<file path="src/rtl/idli_pkg.sv">
// Shared types and constants for the idli core SQI memory interface.
// Two SQI memories (low and high nibble of each word) run in lock-step;
// each moves one nibble per cycle.
package idli_pkg;

  localparam int SQI_NUM    = 2;
  localparam int SQI_MEM_LO = 0;
  localparam int SQI_MEM_HI = 1;

  typedef logic [3:0] sqi_data_t;

  localparam logic [7:0] SQI_CMD_READ  = 8'h03;
  localparam logic [7:0] SQI_CMD_WRITE = 8'h02;

  localparam int SQI_ADDR_NIBBLES = 6;
  localparam int SQI_DUMMY_CYCLES = 2;

  typedef enum logic [2:0] {
    IDLE,
    CMD,
    ADDR,
    DUMMY,
    DATA
  } sqi_state_t;

endpackage

</file>
<file path="src/rtl/idli_sqi_ctrl.sv">
// SQI transaction sequencer for the paired low/high nibble memories.
// A word-addressed request becomes: command byte (2 cycles), 24-bit address
// (6 cycles), 2 dummy cycles on reads, then a data stream that runs until the
// requester raises i_stop.
//
// Ports:
//   i_clk, i_rst           clock, synchronous active-high reset
//   i_req/i_wr/i_addr      request, sampled only in IDLE; o_ack pulses on accept
//   i_stop                 ends the transaction after the current DATA cycle
//   o_busy                 high outside IDLE
//   o_rd_valid/o_rd_data   read nibbles, passed through from i_sqi_in in DATA
//   o_wr_ready/i_wr_data   write nibbles, passed through to o_sqi_out in DATA
//   o_sqi_*                SQI pin controls and data, i_sqi_in from the memories
module idli_sqi_ctrl
  import idli_pkg::*;
(
  input  logic                      i_clk,
  input  logic                      i_rst,
  input  logic                      i_req,
  input  logic                      i_wr,
  input  logic [15:0]               i_addr,
  input  logic                      i_stop,
  output logic                      o_ack,
  output logic                      o_busy,
  output logic                      o_rd_valid,
  output sqi_data_t [SQI_NUM-1:0]   o_rd_data,
  output logic                      o_wr_ready,
  input  sqi_data_t [SQI_NUM-1:0]   i_wr_data,
  output logic                      o_sqi_cs_n,
  output logic                      o_sqi_sck_en,
  output logic                      o_sqi_oe,
  output sqi_data_t [SQI_NUM-1:0]   o_sqi_out,
  input  sqi_data_t [SQI_NUM-1:0]   i_sqi_in
);

  sqi_state_t  state, state_d;
  logic [2:0]  cnt;
  logic        wr;
  logic [15:0] addr;

  logic [31:0] cmd_addr;
  logic [2:0]  nib_idx;
  sqi_data_t   nib;

  // Command and address share one nibble-indexed word, sent MSB first.
  assign cmd_addr = {(wr ? SQI_CMD_WRITE : SQI_CMD_READ), 8'h00, addr};
  assign nib_idx  = (state == CMD) ? (3'd7 - cnt) : (3'd5 - cnt);
  assign nib      = cmd_addr[nib_idx*4 +: 4];

  always_ff @(posedge i_clk) begin
    if (i_rst) begin
      state <= IDLE;
      cnt   <= '0;
      wr    <= 1'b0;
      addr  <= '0;
    end else begin
      state <= state_d;
      // cnt restarts on every state entry; it is only consulted in CMD,
      // ADDR and DUMMY so wrap-around in DATA is harmless.
      cnt   <= (state_d != state) ? 3'd0 : cnt + 3'd1;
      if (state == IDLE && i_req) begin
        wr   <= i_wr;
        addr <= i_addr;
      end
    end
  end

  always_comb begin
    state_d = state;
    unique case (state)
      IDLE:  if (i_req) state_d = CMD;
      CMD:   if (cnt == 3'd1) state_d = ADDR;
      ADDR:  if (cnt == 3'(SQI_ADDR_NIBBLES - 1)) state_d = wr ? DATA : DUMMY;
      DUMMY: if (cnt == 3'(SQI_DUMMY_CYCLES - 1)) state_d = DATA;
      DATA:  if (i_stop) state_d = IDLE;
      default: state_d = IDLE;
    endcase
  end

  // Pin controls come from registered state only; data paths are
  // combinational pass-throughs during DATA.
  always_comb begin
    o_ack        = 1'b0;
    o_busy       = 1'b1;
    o_rd_valid   = 1'b0;
    o_rd_data    = '0;
    o_wr_ready   = 1'b0;
    o_sqi_cs_n   = 1'b0;
    o_sqi_sck_en = 1'b1;
    o_sqi_oe     = 1'b0;
    o_sqi_out    = '0;
    unique case (state)
      IDLE: begin
        o_ack        = i_req;
        o_busy       = 1'b0;
        o_sqi_cs_n   = 1'b1;
        o_sqi_sck_en = 1'b0;
      end
      CMD, ADDR: begin
        o_sqi_oe  = 1'b1;
        o_sqi_out = {nib, nib};
      end
      DUMMY: ;
      DATA: begin
        if (wr) begin
          o_wr_ready = 1'b1;
          o_sqi_oe   = 1'b1;
          o_sqi_out  = i_wr_data;
        end else begin
          o_rd_valid = 1'b1;
          o_rd_data  = i_sqi_in;
        end
      end
      default: ;
    endcase
  end

endmodule

</file>
<file path="config.mk">
export PLATFORM = sky130hd
export DESIGN_NAME = idli_sqi_ctrl
export DESIGN_NICKNAME = d
export VERILOG_FILES = /design/src/rtl/idli_pkg.sv /design/src/rtl/idli_sqi_ctrl.sv
export SDC_FILE = /design/constraint.sdc
export NUM_CORES = 1
export LEC_CHECK = 0
export CORE_MARGIN = 4
export CORE_UTILIZATION = 38
export DETAILED_ROUTE_END_ITERATION = 6
export GPL_TIMING_DRIVEN = 0
export PLACE_DENSITY = 0.82
export RECOVER_POWER = 100
export SYNTH_ARGS = -nofsm -noshare
export SYNTH_HDL_FRONTEND = slang
export SYNTH_SLANG_ARGS = --single-unit
</file>
<file path="constraint.sdc">
create_clock -name i_clk -period 1.7 [get_ports i_clk]
set_input_delay 0.17 -clock i_clk [delete_from_list [all_inputs] [get_ports i_clk]]
set_output_delay 0.17 -clock i_clk [all_outputs]
set_load 0.01 [all_outputs]
</file>
==> results.yml <==
outcome:
  status: "finished, violations left"
  violations: "negative setup slack"
finish:
  multiInputGateArea_um2: 928.4
  fin_cells: 332
  n_fill_cell: 250
  regArea_um2: 473.0
  n_antenna_cell: 0
  drive_gt1_share_pct: 36.71
  final_nets: 327
  stdcell_area_um2: 2506
  area_growth_pct: 82.26
worst_setup_path:
  rr_worst_depth: 9
  reg2reg_to: "addr[5]$_SDFFE_PP0P_"
  crit_path_end_kind: "output pin"
  startpoint_type: "register"
  path_class: "reg2out"
  cp.required_ps: 1530
  crit_cells: 6
  r2r-start: "state[1]$_SDFF_PP0_"
  crit_family: "multiplexers"
  crit_slowest_cell: "mux4_2"
  crit_path_max_fanout: 3
  critPathArrivalTime_ps: 2090
  crit_buf_inv: 2
  slowest_delay_ps: 540
  path_cells: "nor3b_4 > xnor2_2 > buf_4 > mux4_2 > o21ai_2 > buf_2"
  r2r_setup_slack_ps: -170
floorplanning:
  row_count: 21
  io_pins: 60
  die_w_um: 68.16
  start_util_pct: 40.26
  dieArea_um2: 4645
  core_um2: 3416
  fp.dieH_um: 68.16
yosys:
  synth-seq-cells: 23
  avgSynthCellArea_um2: 7.433
  syn-num-nets: 225
  syn_area_um2: 1375
  synth_warnings: 0
  yosysTopAreaCellShare_pct: 33.48
  synth_edf_count: 0
  yosys.area.top_type: "dfxtp_1"
  synth_seq_area_share_pct: 33.48
  synth-async-reset-ratio_pct: 0
  synth-main-ff-cell: "dfxtp_1"
  synth_area_leaders: "dfxtp_1 33%, nand2_1 12%, a21oi_1 8.7%, and2_1 3.6%, inv_1 3.3%"
  synth_cells: 185
  synthDistinctLibCells: 42
clock_tree:
  h-tree-depth: 1
  clk_pin_slew_ps: 140
  cts_tree: "built"
  clk_latency_ps: 310
  clockRootBuffer: "clkbuf_4"
  cts_hold_buf: 0
  cts_buffers: 3
  cts_buffer_depth: 2
  clkSinkCount: 23
global_route:
  grt.overflow.total: 0
  grt_pass1_vias: 1513
  grt_antenna_before_repair: 0
  grt_pass1_wl_mm: 6.900
  grt_max_degree: 19
  grt_usage_pct: 19.75
timing:
  slew_headroom_pct: 66.35
  tightestPinTransition_ps: 504.7
  timing.final.ws_setup_ps: -563.7
  hold_viol: 0
  setup_viol: 32
  fin_crit_sh_pct: 133.2
  period_needed_ps: 2264
  grt_setup_unrepaired: "true"
  final_max_slew_viol_count: 0
  fmax_mhz: 441.8
  skew_ps: 10.79
  fin_setup_tns_ps: -8599
hold_path:
  worstHoldPathCells: 3
  whs_endpoint: "addr[8]$_SDFFE_PP0P_"
  min_from: "i_addr[8]"
  hold_class: "in2reg"
detailed_routing:
  drc_errors: 0
  via_count: 1680
  dr.pass1.iters: 4
  routed_via_density: 5.060
  ant_nets: 0
  wire_per_inst_um: 15.32
  drt-total-wl_mm: 5.087
  drtIter0Drc: 74
power:
  power_leakage_nw: 1.079
  powerDensity_nw_per_um2: 620.6
  peakVddDrop_uv: 438.5
job:
  cap_violations: 0
placed_design:
  placed_cells: 290
  gp_congestion: 0.8344
  dp_hpwl_mm: 2.739
  placed_area_um2: 2049
  port_buffers: 59
worst max path at each step:
stage                              end  slack [ps]                start
after floorplan           o_sqi_out[3]         -60  state[1]$_SDFF_PP0_
after global placement    o_sqi_out[3]        -680  state[0]$_SDFF_PP0_
after detailed placement  o_sqi_out[3]        -700  state[0]$_SDFF_PP0_
after CTS                 o_sqi_out[6]        -570  state[2]$_SDFF_PP0_
after global routing      o_sqi_out[2]        -660  state[0]$_SDFF_PP0_
final                     o_sqi_out[2]        -560  state[0]$_SDFF_PP0_
cell usage in the layout, fill, tap and decap left out, types with 4 or more instances in the layout:
master,count
nand2_1,43
inv_1,11
buf_2,15
o21ai_2,4
a21oi_1,23
and2_1,5
clkdlybuf4s50_1,36
nor2_1,5
buf_6,25
buf_4,22
dfxtp_1,19
kinds of logic (layout without fill, tap and decap cells):
kind of cell | Yosys count | count (layout) | share of synthesized area (%)
adder cells (fa/ha/maj) | 3 | 3 | 2.730
XOR/XNOR | 4 | 4 | 2.548
buffers and inverters | 24 | 125 | 7.007
AND/OR/NAND/NOR | 82 | 82 | 30.21
multiplexers | 7 | 7 | 7.097
AO/OA/AOI/OAI | 42 | 42 | 16.93
flip-flops | 23 | 23 | 33.48
synthesized netlist by cell type (2+ instances only):
| cell type | instances |
|---|---|
| nand2_1 | 45 |
| a21oi_1 | 24 |
| dfxtp_1 | 23 |
| inv_1 | 12 |
| and2_1 | 8 |
| clkbuf_1 | 7 |
| o21ai_1 | 6 |
| nor2_1 | 5 |
| ha_1 | 3 |
| mux2i_1 | 3 |
| nand2b_1 | 3 |
| nand3_1 | 3 |
| nor3_1 | 3 |
| o21ai_0 | 3 |
| xnor2_1 | 3 |
| a22oi_1 | 2 |
| buf_2 | 2 |
| inv_2 | 2 |
| mux4_2 | 2 |
| nand3b_1 | 2 |
| nor2b_1 | 2 |
| or2_2 | 2 |
per-stage QoR:
stage,power [mW],setup slack [ps],util (%),hold slack [ps]
after floorplan,0.8830,-64.80,-,306.0
final,1.555,-563.7,73.37,388.1
after global placement,1.070,-683.0,60.00,442.6
after global routing,1.636,-664.6,73.37,395.5
after CTS,1.454,-574.2,68.13,395.2
after detailed placement,1.079,-702.2,60.00,446.3
per-layer routing:
| metal | share of wire, % | vias up | wire length (µm) | GRT usage (%) |
|---|---|---|---|---|
| met3 | 8.7 | 19 | 442 | 3.448 |
| met5 | 0 | - | 0 | 0 |
| li1 | - | 824 | - | - |
| met2 | 49 | 93 | 2492 | 35.98 |
| met4 | 3.8 | 0 | 195 | 7.196 |
| met1 | 38 | 744 | 1957 | 22.82 |
cell type report:
class	count	share of cell area [%]
multi-input cells	138	37.04
repair buffers	98	35.20
flip-flops and latches	23	18.87
inverters	14	2.696
plain buffers	8	2.446
well taps	46	2.297
clock buffers	3	0.8987
repair inverters	1	0.3495
clock inverters	1	0.1997
repair_timing:
action,4_1_cts,5_1_grt
resized for setup,123,40
gates cloned,1,1
setup endpoints to repair,33,23
buffers inserted,26,13
pin swaps,19,10
worst reg2reg max path, delay by kind of cell, from the launching register on:
kind            cells  cell delay (ps)
buf+inv             5              840
simple gates        3              480
flops               1              390
compound gates      1               70
report_power, final:
group / total (mW) / switching, mW / internal [mW]
registers: 0.617 / 0.0373 / 0.580
logic: 0.685 / 0.305 / 0.380
clock network: 0.253 / 0.165 / 0.0877
flip-flops by register name, summed over array words and instances (netlist names):
signal	flops
state	3
wr	1
cnt	3
addr	16
Note: power is estimated with default switching activity, not from simulation.
